File: config.mk
export PLATFORM = sky130hd
export DESIGN_NAME = ttc3_kdf_sequencer
export DESIGN_NICKNAME = d
export VERILOG_FILES = /design/src/rtl/ttc3_kdf_sequencer.sv
export SDC_FILE = /design/constraint.sdc
export NUM_CORES = 1
export LEC_CHECK = 0
export CAP_MARGIN = 20
export CELL_PAD_IN_SITES_DETAIL_PLACEMENT = 1
export CELL_PAD_IN_SITES_GLOBAL_PLACEMENT = 1
export CORE_AREA = 2 2 441 443
export CTS_BUF_LIST = sky130_fd_sc_hd__clkbuf_16
export CTS_CLUSTER_DIAMETER = 120
export DETAILED_ROUTE_END_ITERATION = 7
export DIE_AREA = 0 0 443 445
export DONT_BUFFER_PORTS = 1
export GPL_TIMING_DRIVEN = 0
export PLACE_DENSITY = 0.3
export SLEW_MARGIN = 15
export SYNTH_ARGS = -nofsm -noshare
export SYNTH_HDL_FRONTEND = slang
export SYNTH_SLANG_ARGS = --single-unit
File: constraint.sdc
create_clock -name clock -period 5.5 [get_ports clock]
set_input_delay 0.55 -clock clock [delete_from_list [all_inputs] [get_ports clock]]
set_output_delay 0.55 -clock clock [all_outputs]
set_load 0.02 [all_outputs]
File: src/rtl/ttc3_kdf_sequencer.sv
// ttc3_kdf_sequencer: round-robin owner of the KDF datapath. It gates the DUS onto the
// engine input only during a derivation and holds the derived key only until release or abort.
module ttc3_kdf_sequencer #(
  parameter int NUM_REQ     = 2,
  parameter int DUS_WIDTH   = 256,
  parameter int KEY_WIDTH   = 256,
  parameter int LABEL_WIDTH = 32,
  parameter int TIMEOUT     = 1000,
  parameter int HOLD_MAX    = 64
) (
  input  logic                           clock,
  input  logic                           reset,
  input  logic                           dus_valid,
  input  logic [DUS_WIDTH-1:0]           dus_value,
  input  logic [NUM_REQ-1:0]             req_valid,
  input  logic [NUM_REQ*LABEL_WIDTH-1:0] req_label,
  input  logic [NUM_REQ-1:0]             req_release,
  output logic [NUM_REQ-1:0]             grant,
  output logic                           kdf_request,
  output logic [DUS_WIDTH-1:0]           kdf_dus,
  output logic [LABEL_WIDTH-1:0]         kdf_label,
  input  logic                           engine_done,
  input  logic [KEY_WIDTH-1:0]           engine_key,
  output logic [KEY_WIDTH-1:0]           derived_key,
  output logic                           kdf_done,
  output logic                           kdf_busy,
  output logic                           err,
  output logic [1:0]                     err_code
);

  localparam int IW   = (NUM_REQ > 1) ? $clog2(NUM_REQ) : 1;
  localparam int CMAX = (TIMEOUT > HOLD_MAX) ? TIMEOUT : HOLD_MAX;
  localparam int CW   = $clog2(CMAX + 1);

  typedef enum logic [1:0] {
    ST_IDLE    = 2'd0,
    ST_WAIT    = 2'd1,
    ST_HOLD    = 2'd2,
    ST_ZEROIZE = 2'd3
  } state_t;

  state_t                 state_r, state_n;
  logic [NUM_REQ-1:0]     grant_r, grant_n;
  logic [IW-1:0]          owner_r, owner_n;
  logic [IW-1:0]          last_r, last_n;
  logic [LABEL_WIDTH-1:0] label_r, label_n;
  logic [KEY_WIDTH-1:0]   key_r, key_n;
  logic [CW-1:0]          cnt_r, cnt_n;
  logic                   kreq_r, kreq_n;
  logic                   done_r, done_n;
  logic                   busy_r, busy_n;
  logic                   err_r, err_n;
  logic [1:0]             code_r, code_n;

  logic                   sel_found;
  logic [IW-1:0]          sel_idx;
  logic [NUM_REQ-1:0]     sel_grant;
  logic [LABEL_WIDTH-1:0] sel_label;
  logic                   owner_rel;

  assign owner_rel = |(req_release & grant_r);

  // Circular arbitration: lowest requester above last_r wins, else lowest overall.
  always_comb begin
    sel_found = |req_valid;
    sel_idx   = '0;
    sel_label = '0;
    for (int j = NUM_REQ - 1; j >= 0; j--) begin
      sel_idx = req_valid[j] ? IW'(j) : sel_idx;
    end
    for (int j = NUM_REQ - 1; j >= 0; j--) begin
      sel_idx = (req_valid[j] && (IW'(j) > last_r)) ? IW'(j) : sel_idx;
    end
    for (int j = 0; j < NUM_REQ; j++) begin
      sel_grant[j] = (sel_idx == IW'(j));
      sel_label    = (sel_idx == IW'(j)) ? req_label[j*LABEL_WIDTH +: LABEL_WIDTH] : sel_label;
    end
  end

  // Next-state and next-register values for the sequencer.
  always_comb begin
    state_n = state_r;
    grant_n = grant_r;
    owner_n = owner_r;
    last_n  = last_r;
    label_n = label_r;
    key_n   = key_r;
    cnt_n   = cnt_r + CW'(1);
    kreq_n  = kreq_r;
    done_n  = done_r;
    err_n   = 1'b0;
    code_n  = code_r;
    case (state_r)
      ST_IDLE: begin
        cnt_n = '0;
        if (dus_valid && sel_found) begin
          state_n = ST_WAIT;
          grant_n = sel_grant;
          owner_n = sel_idx;
          label_n = sel_label;
          kreq_n  = 1'b1;
        end else begin
          state_n = ST_IDLE;
        end
      end
      ST_WAIT: begin
        // done takes priority over the final timeout cycle
        if (engine_done) begin
          state_n = ST_HOLD;
          cnt_n   = '0;
          key_n   = engine_key;
          kreq_n  = 1'b0;
          done_n  = 1'b1;
        end else if (cnt_r == CW'(TIMEOUT - 1)) begin
          state_n = ST_ZEROIZE;
          cnt_n   = '0;
          kreq_n  = 1'b0;
          grant_n = '0;
          label_n = '0;
          err_n   = 1'b1;
          code_n  = 2'd1;
        end else begin
          state_n = ST_WAIT;
        end
      end
      ST_HOLD: begin
        if (owner_rel || (cnt_r == CW'(HOLD_MAX - 1))) begin
          state_n = ST_ZEROIZE;
          cnt_n   = '0;
          key_n   = '0;
          grant_n = '0;
          label_n = '0;
          done_n  = 1'b0;
          err_n   = !owner_rel;
          code_n  = owner_rel ? code_r : 2'd2;
        end else begin
          state_n = ST_HOLD;
        end
      end
      ST_ZEROIZE: begin
        state_n = ST_IDLE;
        cnt_n   = '0;
        last_n  = owner_r;
        key_n   = '0;
        grant_n = '0;
        label_n = '0;
        kreq_n  = 1'b0;
        done_n  = 1'b0;
      end
      default: begin
        state_n = ST_IDLE;
        cnt_n   = '0;
        key_n   = '0;
        grant_n = '0;
        label_n = '0;
        kreq_n  = 1'b0;
        done_n  = 1'b0;
      end
    endcase
    busy_n = (state_n != ST_IDLE);
  end

  // State register.
  always_ff @(posedge clock) begin
    if (reset) begin
      state_r <= ST_IDLE;
    end else begin
      state_r <= state_n;
    end
  end

  // Datapath and output registers; reset leaves requester 0 first in line.
  always_ff @(posedge clock) begin
    if (reset) begin
      grant_r <= '0;
      owner_r <= '0;
      last_r  <= IW'(NUM_REQ - 1);
      label_r <= '0;
      key_r   <= '0;
      cnt_r   <= '0;
      kreq_r  <= 1'b0;
      done_r  <= 1'b0;
      busy_r  <= 1'b0;
      err_r   <= 1'b0;
      code_r  <= 2'd0;
    end else begin
      grant_r <= grant_n;
      owner_r <= owner_n;
      last_r  <= last_n;
      label_r <= label_n;
      key_r   <= key_n;
      cnt_r   <= cnt_n;
      kreq_r  <= kreq_n;
      done_r  <= done_n;
      busy_r  <= busy_n;
      err_r   <= err_n;
      code_r  <= code_n;
    end
  end

  assign grant       = grant_r;
  assign kdf_request = kreq_r;
  assign kdf_dus     = kreq_r ? dus_value : {DUS_WIDTH{1'b0}};
  assign kdf_label   = label_r;
  assign derived_key = key_r;
  assign kdf_done    = done_r;
  assign kdf_busy    = busy_r;
  assign err         = err_r;
  assign err_code    = code_r;

endmodule

Word-level counts from Yosys, hierarchy flattened
Cells that the tools add are included.
{ "totals": {"regBits": 310} }
{ "op_classes": {"addsub": 1, "n_reduce_logical": 18, "bitwise": 2, "n_eq_ne": 12, "magnitude_cmp": 2, "mux": 44} }
{ "op_table": {"columns": ["cell", "n"], "rows": [
  ["256-bit two-way mux", 3],
  ["256-bit case mux with 3 select lines", 1],
  ["32-bit two-way mux", 5],
  ["32-bit case mux with 4 select lines", 1],
  ["10-bit two-way mux", 3],
  ["10-bit case mux with 3 select lines", 1],
  ["2-bit two-way mux", 10],
  ["2-bit case mux with 4 select lines", 2],
  ["1-bit two-way mux", 14],
  ["2-bit != test (second input constant)", 6],
  ["10-bit by 1-bit adder with 10-bit output (second input constant)", 1],
  ["10-bit equality test (second input constant)", 1],
  ["10-bit by 6-bit equality test with 1-bit output (second input constant)", 1],
  ["1-bit case mux with 3 select lines", 2],
  ["3-bit AND reduction", 2],
  ["3-bit nonzero test", 2],
  ["2-bit OR reduction", 3],
  ["5-bit AND reduction", 1],
  ["2-bit equality test (second input constant)", 2],
  ["2-bit case mux with 2 select lines", 1],
  ["4-bit AND reduction", 1],
  ["2-bit nonzero test", 2],
  ["1-bit logical AND", 3],
  ["3-bit != test (second input constant)", 1],
  ["9 further kinds", 10]
]} }

Depth between registers and ports, before layout
Gate-level depths: netlist of run 1.
{ "logic_depth": {"word_depth": 7, "mapped_depth": 8} }

Worst setup path before layout of run 1
No wires, ideal clock.
{ "synth_timing": {"path_type": "reg-to-reg", "from": "register state_r[0]", "to": "register key_r[187] (netlist: derived_key[187])", "setup_slack_ns": 3.576, "path_buffers": 2, "arrival_time_ns": 1.850, "setup_time_ns": 0.074, "stages_incl_launch_ff": 9, "cell_sequence": "dfxtp_1 > inv_1 > ha_1 > or3_1 > nor3_1 > buf_2 > buf_2 > nand2_1 > o21ai_0"} }
{ "synth_between": {"elab_chain_len": 3, "word_cells_on_any_way": 8, "cone_classes": "eq/ne (5); mux (1); reduce/logical (2)"} }
{ "synth_rtl": {"columns": ["item", "line", "rtl"], "rows": [
  ["start: declaration", "42", "state_t state_r, state_n;"],
  ["start signal: assignment", "168", "state_r <= state_n;"],
  ["2-bit by 1-bit equality test with 1-bit output / 2-bit equality test (equally long branches)", "93", "case (state_r)"],
  ["2-bit != test (no source line) / 3-bit nonzero test (equally long branches)", null, null],
  ["3-bit AND reduction (no source line)", null, null],
  ["end signal: assignment", "191", "key_r <= key_n;"],
  ["end: declaration", "47", "logic [KEY_WIDTH-1:0] key_r, key_n;"]
]} }
Several ways; a longest one is shown, not always the timed one.
A chain may end at the register's enable or synchronous reset.

Worst setup path after layout of run 1
{ "layout_timing": {"from": "register kreq_r (netlist: kdf_request)", "to": "output port kdf_dus[26]"} }
{ "layout_between": {"elab_chain_len": 1} }
{ "layout_rtl": {"columns": ["item", "line", "rtl"], "rows": [
  ["start: declaration", "49", "logic kreq_r, kreq_n;"],
  ["start signal: assignment", "193", "kreq_r <= kreq_n;"],
  ["256-bit two-way mux", "203", "assign kdf_dus = kreq_r ? dus_value : {DUS_WIDTH{1'b0}};"],
  ["end: declaration", "20", "output logic [DUS_WIDTH-1:0] kdf_dus,"]
]} }
Every way passes these cells.

==> results of run 1 <==
[routing by layer]
metal  track usage, %  part of all wire (%)  up-vias
li1                 -                     -     6085
met1             16.4                    38     7252
met2             22.9                    45      880
met3             8.32                    12      252
met4             5.29                   3.6       48
met5            0.977                  0.37        -
[registers in the layout, indices dropped and copies added (netlist names)]
signal       cells
kdf_label       32
derived_key    256
grant            2
cnt_r           10
kdf_busy         1
err_code         2
state_r          2
owner_r          1
kdf_request      1
err              1
last_r           1
kdf_done         1
[power groups by stage]
stage	clock, mW	sequential [mW]	combinational [mW]
3_3_place_gp	0	3.05	1.47
5_1_grt	3.24	3.00	1.75
3_5_place_dp	0	3.05	1.48
4_1_cts	3.17	3.00	1.67
6_report	3.03	2.99	1.66
2_1_floorplan	0	2.87	0.778
[final timing paths]
path / endpoint / slack (ns) / cells past startpoint / start
setup / recovery: kdf_dus[26] / 1.57 / 3 / kdf_request
setup reg to reg: derived_key[154] / 2.34 / 9 / state_r[0]
hold reg to reg: cnt_r[0] / 0.47 / 1 / cnt_r[0]
hold / removal: derived_key[176] / 0.07 / 2 / engine_key[176]
[cell type report]
type / count / area, um2 / area share, %
Inverter: 9 / 33.8 / 0.160
Tap cell: 2526 / 3160 / 15.0
Clock inverter: 39 / 299 / 1.42
Buffer: 132 / 599 / 2.84
Multi-Input combinational cell: 1216 / 6930 / 32.9
Sequential cell: 310 / 6210 / 29.4
Antenna cell: 56 / 140 / 0.665
Timing Repair Buffer: 248 / 2480 / 11.8
Clock buffer: 49 / 1230 / 5.82
[cell families (layout without fill, tap and decap cells)]
logic type | after synthesis | after routing
and+or+nand+nor | 858 | 858
DFF | 310 | 310
muxes | 32 | 32
AOI/OAI and AO/OA | 312 | 312
xor gates and xnor gates | 8 | 8
buffers and inverters | 141 | 477
adders and majority gates | 6 | 6
other | 0 | 56
[cells in the final DEF (no fill, tap or decap), drive strengths merged, types with 2 or more instances in the layout]
cell,n
or2,2
inv,24
xnor2,4
a21oi,3
nor3,6
nand4,2
clkinv,22
nor2b,4
dlygate4sd3,247
and3,3
a21boi,2
diode,56
nand2,263
a22oi,2
nor4,2
o31ai,2
xor2,4
nor2,14
ha,6
o21ai,258
buf,41
clkbuf,141
nand3,6
mux2i,32
nand2b,290
dfxtp,310
and2,259
nor3b,2
o32ai,35
o41ai,2
[what timing repair did]
action / in CTS / in global routing
hold buffers: 247 / 0
endpoints found under the hold margin: 247 / 0
setup endpoints to repair: 0 / 0
[worst register-to-register path: stages, from the launching register on]
cell,delay [ns]
dfxtp_1,0.43
inv_1,0.10
ha_1,0.30
or3_1,0.44
nor3_2,0.29
buf_6,0.19
buf_2,0.38
buf_2,0.47
nand2_1,0.33
o21ai_0,0.16
[stage by stage]
| stage | total power [mW] | cells |
|---|---|---|
| after floorplan | 3.64 | 1667 |
| after global placement | 4.52 | 4193 |
| after detailed placement | 4.53 | 4194 |
| after CTS | 7.84 | 4529 |
| after global routing | 8.00 | 4566 |
| final | 7.68 | 4585 |
==> results.md, run 1 <==
* Largest family of logic cells by synthesized area: simple AND/OR/NAND/NOR gates
* Crit path required time at approximately 5 ns
* Fin crit share at 71.4%
* Placer Congestion at 1.81
* Final Hold Slack at 0.0711 ns
* Ports at around 1.1k
* CP max stage delay at ~0.92 ns
* Largest cells by area after synthesis: dfxtp_1 (45%), nand2b_1 (13%), and2_1 (12%), o21ai_0 (9.1%), nand2_1 (7.2%)
* Worst slew margin at roughly 25%
* Final Skew at 0.0431 ns
* Setup Buffers After CTS at 0
* CTS tree: done
* Final wirelength at 151000 um
* CP endpoint kind: output port
* Simple-gate share of the synthesized area at 34.0%
* Initial antenna violation count at 100
* CP Class: reg -> out
* Filler instances at 22.8k
* Delay-heaviest family, CP: buffers and inverters
* Post-synth ARST share at 0%
* Mapped Cells at 1667
* Layout Utilization at 11.0%
* Most common flop cell mapped by yosys: dfxtp_1
* ANT nets after route at 0
* First-pass DRT Iterations at 5
* Adder-Cell Fraction of Synth Area at 0.546%
* Largest net degree at the start of global routing at 16
* Placement Rows at 161
* DIE HEIGHT at 445 um
* DRT iter0 DRCs at 1206
* Register area share after synthesis at 45.1%
* Vias in the first global route at around 14k
* Reported net switching power at between 3 and 4 mW
* First-pass GRT wire length at between 150000 and 200000 um
* Flop pwr share at 38.9%
* Unrepaired setup endpoints after global routing: no
* Violated checks: design-rule violations
* Combinational fraction of design power at 21.7%
* Number of max-cap violations at 0
* Share of layout cells above drive strength 1 at 6.99%
* Fin Setup TNS at 0 ns
* Status: finished, violations left
* Synth top cells by count: dfxtp_1 (310), nand2b_1 (290), nand2_1 (263)
* Critical path, cell by cell: clkbuf_1 > clkbuf_1 > and2_1
* Yosys reg bits at between 300 and 400
* Routed WL per cell at 32.8 um
* Setup WS pre-CTS at 1.68 ns
* Port Buffers at 0
* Clock sinks at 310
* Sw Ratio at about two fifths
* Arrival time at the worst endpoint at 3.38 ns
* Worst-Skew Late Latency at ~0.7 ns
* Synth Area in Compound Gates at 12.9%
* Area after DPL at roughly 0.017 mm2
* Max-slew violations at 0
* Mapped cell area at 0.0138 mm2
* Area leader, netlist: dfxtp_1
* Xor-xnor portion of the synthesized cell area at 0.509%
* Clock Path Buffers at 3
* Initial Util at under 10%
* CP startpoint kind: flip-flop
* Clock Power Share at 39.4%
* Power per cell area at about 360 mW/mm2
* Bufs and invs on worst path at 2
* Int Pwr at 4.55 mW
* Final nets at 2556
* Final setup viols at 0
* Post-DP HPWL at 131000 um
* Synth unique cells at 48
* Top-count cell post-synth: dfxtp_1
* Static Leak at 6.84 nW
* DR DRC count at 17
* EDFF count, synth at 0
* Max VDD drop at ~0.00022 V
* Via count at 14.5k
* Avg Cell Area, Syn at 8.26 um2
* Min Tclk post-route at ~3.9 ns
* Area Growth Syn to Fin at 53.2%
* Core area at 0.192 mm2
* Class of the worst hold path: in -> reg
* Yosys warnings at 0
* Design Area, Final at 0.0211 mm2
* Worst-path clk slew at 0.06 ns
* Achievable frequency at 255 MHz
* Root Driver: clkbuf_16
* Multiplexer share of the synthesized area at 2.33%
* Worst setup margin at around 1.6 ns
* CTS H-Tree Depth at 2
* Crit-path most repeated cell: clkbuf_1
* Final hold vios at 0
* Syn Nets at between 2k and 2.5k
* Max FO, Critical Path at 10
* Proportion of netlist area held by the largest area contributor at between 40% and 50%
* Drt via density at around 3.2
* Total track usage at 14.6%
* Die Area at 0.197 mm2
* Worst-margin pin slew at 1.13 ns
* Inserted Clock Buffers at 49
* Critical-path top delay cell: and2_1
* Die width at 443 um
* Total gr overflow at 0
* Post-CTS Resized at 0
Note: power is estimated with default switching activity, not from simulation.
==> inputs of run 2 (changes only) <==
--- a/config.mk
+++ b/config.mk
@@ -8,11 +8,11 @@
 export CAP_MARGIN = 20
 export CELL_PAD_IN_SITES_DETAIL_PLACEMENT = 1
 export CELL_PAD_IN_SITES_GLOBAL_PLACEMENT = 1
-export CORE_AREA = 2 2 441 443
+export CORE_AREA = 2 2 439 441
 export CTS_BUF_LIST = sky130_fd_sc_hd__clkbuf_16
 export CTS_CLUSTER_DIAMETER = 120
 export DETAILED_ROUTE_END_ITERATION = 7
-export DIE_AREA = 0 0 443 445
+export DIE_AREA = 0 0 441 443
 export DONT_BUFFER_PORTS = 1
 export GPL_TIMING_DRIVEN = 0
 export PLACE_DENSITY = 0.3
==> constraint.sdc (replaced) <==
create_clock -name clock -period 3.6 [get_ports clock]
set_input_delay 0.36 -clock clock [delete_from_list [all_inputs] [get_ports clock]]
set_output_delay 0.36 -clock clock [all_outputs]
set_load 0.02 [all_outputs]
==> results.md, run 2 (synthesis gave the netlist of run 1 again) <==
* Status: finished clean
* Fin crit share at 96.9%
* First-pass GRT wire length at 185000 um
* Sequential cell area at 0.00621 mm2
* Die Area at 0.195 mm2
* Placement Rows at 161
* Worst slew margin at 34.4%
* Max VDD drop at 0.000326 V
* CP startpoint: kdf_request
* Flop-to-flop setup slack at roughly 0.52 ns
* Max FO, Critical Path at 10
* Crit Reg-Reg Endpoint: derived_key[156]
* Arrival time at the worst endpoint at ~3.1 ns
* Core area at 0.191 mm2
* ANT nets after route at 0
* Worst-path clk slew at 0.06 ns
* Worst-case reg-to-reg path depth at 9
* Initial antenna violation count at between 100 and 150
* Final Skew at 0.0527 ns
* Post-DP HPWL at about 130000 um
* Share of layout cells above drive strength 1 at 6.84%
* Via count at 14.9k
* Die width at 441 um
* Clock Path Buffers at 3
* Commonest cells after routing, fill and taps aside: dlygate4sd3_1 (315), dfxtp_1 (309), nand2b_1 (290)
* Drt via density at 3.18
* CTS H-Tree Depth at 2
* Routed WL per cell at 32.6 um
* Total gr overflow at 0
* Critical path, cell by cell: clkbuf_1 > clkbuf_1 > and2_1
* Area of the multi-input gates at 0.00692 mm2
* First-pass DRT Iterations at 6
* Final setup viols at 0
* Filler instances at about 23k
* CP startpoint kind: flip-flop
* CP endpoint kind: output port
* Power per cell area at 551 mW/mm2
* Max-slew violations at 0
* Placer Congestion at 1.87
* CP max stage delay at 0.78 ns
* Static Leak at 7.15 nW
* Final hold vios at 0
* Crit-path most repeated cell: clkbuf_1
* Worst-margin pin slew at between 0.9 and 1 ns
* CP Class: reg -> out
* DIE HEIGHT at 443 um
* Worst reg2reg path startpoint: state_r[0]
* Unrepaired setup endpoints after global routing: no
* Clock sinks at 310
* Largest net degree at the start of global routing at 16
* Final nets at 2624
* Root Driver: clkbuf_16
* Number of max-cap violations at 0
* Critical-path top delay cell: dfxtp_2
* Inserted Clock Buffers at a little under 50
* Final wirelength at 152000 um
* Crit path required time at 3.24 ns
* Vias in the first global route at 14.7k
* Total track usage at 14.9%
* Ports at between 1k and 1.5k
* Final Hold Slack at around 0.077 ns
* Layout Utilization at a little under an eighth
* Worst-Skew Late Latency at 0.67 ns
* DR DRC count at 0
* Commonest non-fill, non-tap cell in the layout: dlygate4sd3_1
* DRT iter0 DRCs at 1337
* Initial Util at 7.20%
* Worst setup path end: kdf_dus[73]
* Min Tclk post-route at 3.49 ns
* CTS tree: done
* Achievable frequency at 287 MHz
* Port Buffers at 0
* Class of the worst hold path: in -> reg
* Area Growth Syn to Fin at 58.7%
* Number of flip-flops in the largest register at between 200 and 300
==> run 2: changes by cell type in the layout (fill, tap and decap cells not counted), moves of 2 or more <==
cell | previous run | this run
dlygate4sd3_1 | 247 | 315
inv_6 | 2 | 4
bufinv_16 | 1 | 3
diode_2 | 56 | 66
clkinv_1 | 7 | 10
==> run 2: report_power, final <==
| group | leakage [nW] | switching [mW] | internal [mW] |
|---|---|---|---|
| Clock | 0.821 | 2.11 | 2.72 |
| Sequential | 2.53 | 0.808 | 3.76 |
| Combinational | 3.81 | 1.93 | 0.687 |
| Total | 7.15 | 4.85 | 7.17 |
==> run 2: repair_timing <==
item / CTS / global route
resized for setup: 1 / 1
hold buffers: 315 / 0
endpoints found under the hold margin: 286 / 0
gates cloned: 0 / 0
endpoints found under the setup margin: 82 / 1
setup buffers: 0 / 0
==> run 2: metal layers <==
layer,up-vias,routed length (um),track usage [%]
li1,6233,-,-
met1,7405,59500,17.0
met2,931,71000,23.9
met3,250,16100,7.54
met4,32,4340,4.34
met5,-,1350,2.33
==> run 2: worst max-delay path: cells and delay by family (launching register included) <==
| kind | cells | cell delay (ns) |
|---|---|---|
| AND/OR/NAND/NOR | 1 | 0.70 |
| buffers and inverters | 2 | 0.92 |
| flip-flops | 1 | 0.78 |
==> run 2: metrics by stage <==
stage	std cells	setup TNS, ns	power [mW]	setup WS [ns]	cell area, um2
after floorplan	1667	0	5.57	1.68	13800
after global placement	4193	-20.38	6.91	-0.607	16900
after detailed placement	4194	0	6.91	0.149	16900
after CTS	4601	0	12.3	0.00855	21700
after global routing	4645	0	12.5	0.0331	21800
final	4667	0	12.0	0.111	21800
==> run 2: area by class of cell <==
| class | count | share of cell area (%) |
|---|---|---|
| inverter | 9 | 0.155 |
| tap | 2526 | 14.5 |
| multi-input combinational | 1216 | 31.7 |
| sequential | 310 | 28.4 |
| clock inverter | 43 | 1.64 |
| timing repair buffer | 316 | 14.5 |
| clock buffer | 49 | 5.62 |
| antenna | 66 | 0.756 |
| buffer | 132 | 2.76 |
==> run 2: worst min path at each step <==
stage	from	endpoint	cells past startpoint
2_1_floorplan	cnt_r[0]	cnt_r[0]	1
3_3_place_gp	cnt_r[0]	cnt_r[0]	1
3_5_place_dp	owner_r	last_r	1
4_1_cts	req_label[56]	kdf_label[24]	2
5_1_grt	req_label[56]	kdf_label[24]	2
6_report	engine_key[156]	derived_key[156]	2
==> inputs of run 3 (changes only) <==
--- a/config.mk
+++ b/config.mk
@@ -15,6 +15,7 @@
 export DIE_AREA = 0 0 441 443
 export DONT_BUFFER_PORTS = 1
 export GPL_TIMING_DRIVEN = 0
+export MAX_ROUTING_LAYER = met4
 export PLACE_DENSITY = 0.3
 export SLEW_MARGIN = 15
 export SYNTH_ARGS = -nofsm -noshare
==> results.md, run 3 (synthesis gave the netlist of run 1 again) <==
* Delay-heaviest family, CP: buffers and inverters
* Clock Path Buffers at 3
* CP startpoint kind: flip-flop
* Class of the worst hold path: in -> reg
* Root Driver: clkbuf_16
* Area after DPL at ~0.017 mm2
* Post-DP HPWL at between 100000 and 150000 um
* Number of flip-flops in the largest register at 256
* Area Growth Syn to Fin at 58.6%
* First-pass DRT Iterations at 5
* Worst-Skew Late Latency at 0.67 ns
* Setup WS pre-CTS at roughly 0.15 ns
* Critical-path top delay cell: dfxtp_2
* Post-route total power at ~12 mW
* Die width at 441 um
* Arrival time at the worst endpoint at 3.06 ns
* Routed WL per cell at approximately 33 um
* Initial antenna violation count at 114
* Placement Rows at 161
* Max FO, Critical Path at 10
* Crit-path most repeated cell: clkbuf_1
* Design Area, Final at roughly 0.022 mm2
* Max-slew violations at 0
* ANT nets after route at 0
* Initial Util at 7.20%
* Final nets at 2624
* Crit path required time at 3.24 ns
* Ports at 1136
* Worst-path clk slew at ~0.060 ns
* DIE HEIGHT at 443 um
* CP endpoint kind: output port
* Port Buffers at 0
* DRT iter0 DRCs at around 1.2k
* Total gr overflow at 0
* Commonest non-fill, non-tap cell in the layout: dlygate4sd3_1
* Worst slew margin at a little over a third
* Layout Utilization at 11.4%
* CP max stage delay at 0.69 ns
* Unrepaired setup endpoints after global routing: no
* Via count at about 15k
* Number of max-cap violations at 0
* Total track usage at 15.4%
* Achievable frequency at 292 MHz
* Core area at between 0.15 and 0.2 mm2
* Clock sinks at 310
* Drt via density at 3.14
* Setup Buffers After CTS at 0
* Min Tclk post-route at 3.42 ns
* Final hold vios at 0
* CTS tree: done
* DR DRC count at 0
* Status: finished clean
* Die Area at approximately 0.20 mm2
* Power per cell area at about 550 mW/mm2
* CTS H-Tree Depth at 2
* CP Class: reg -> out
* Bufs and invs on worst path at 2
* Commonest cells after routing, fill and taps aside: dlygate4sd3_1 (315), dfxtp_1 (309), nand2b_1 (290)
* Share of layout cells above drive strength 1 at between 6 and 7%
* Final setup viols at 0
* Placer Congestion at 1.92
* Worst-margin pin slew at 0.980 ns
* Final Skew at ~0.053 ns
* Max VDD drop at 0.000327 V
* Critical path, cell by cell: clkbuf_1 > clkbuf_1 > and2_1
* Worst setup margin at around 0.18 ns
* Vias in the first global route at 14.7k
* Fin crit share at between 90% and 100%
* Inserted Clock Buffers at 49
* Final Hold Slack at around 0.1 ns
* Final wirelength at between 150000 and 200000 um
* Largest net degree at the start of global routing at 16
* First-pass GRT wire length at 186000 um
* Static Leak at 7.15 nW
-- run 3: cell count changes in the layout (fill, tap and decap cells not counted), sizes merged --
cell   previous run  this run
diode            66        65
-- run 3: per-stage QoR --
step | instances | TNS (ns)
final | 4666 | 0
after global routing | 4657 | 0
after CTS | 4601 | 0
after detailed placement | 4194 | 0
after global placement | 4193 | -20.38
after floorplan | 1667 | 0
-- run 3: report_power, final --
part           switching [mW]  total, mW  internal, mW
clock                    2.11       4.83          2.72
combinational            1.93       2.61         0.687
sequential              0.806       4.57          3.76
total                    4.84       12.0          7.17
-- run 3: worst paths after layout --
kind                   start               end  slack (ns)  depth (start not counted)
max              kdf_request       kdf_dus[97]        0.18                          3
min          engine_key[156]  derived_key[156]        0.10                          2
max reg2reg       state_r[0]  derived_key[156]        0.50                          9
min reg2reg         cnt_r[0]          cnt_r[0]        0.47                          1
-- run 3: final cells by class --
type | count | area (um2)
Multi-Input combinational cell | 1216 | 6920
Buffer | 132 | 603
Antenna cell | 65 | 163
Clock inverter | 43 | 358
Sequential cell | 310 | 6210
Fill cell | 22600 | 169000
Inverter | 9 | 33.8
Clock buffer | 49 | 1230
Tap cell | 2526 | 3160
Timing Repair Buffer | 316 | 3160
-- run 3: layer usage --
layer	track usage, %	up-vias	routed length, um
met5	-	-	0
met1	17.2	7345	60100
met4	3.22	0	3280
met3	7.60	198	16900
li1	-	6221	-
met2	24.7	887	72700
-- run 3: what timing repair did --
item,in CTS,in global routing
hold endpoints to repair,286,0
hold buffers,315,0
endpoints found under the setup margin,82,1
resized for setup,1,1
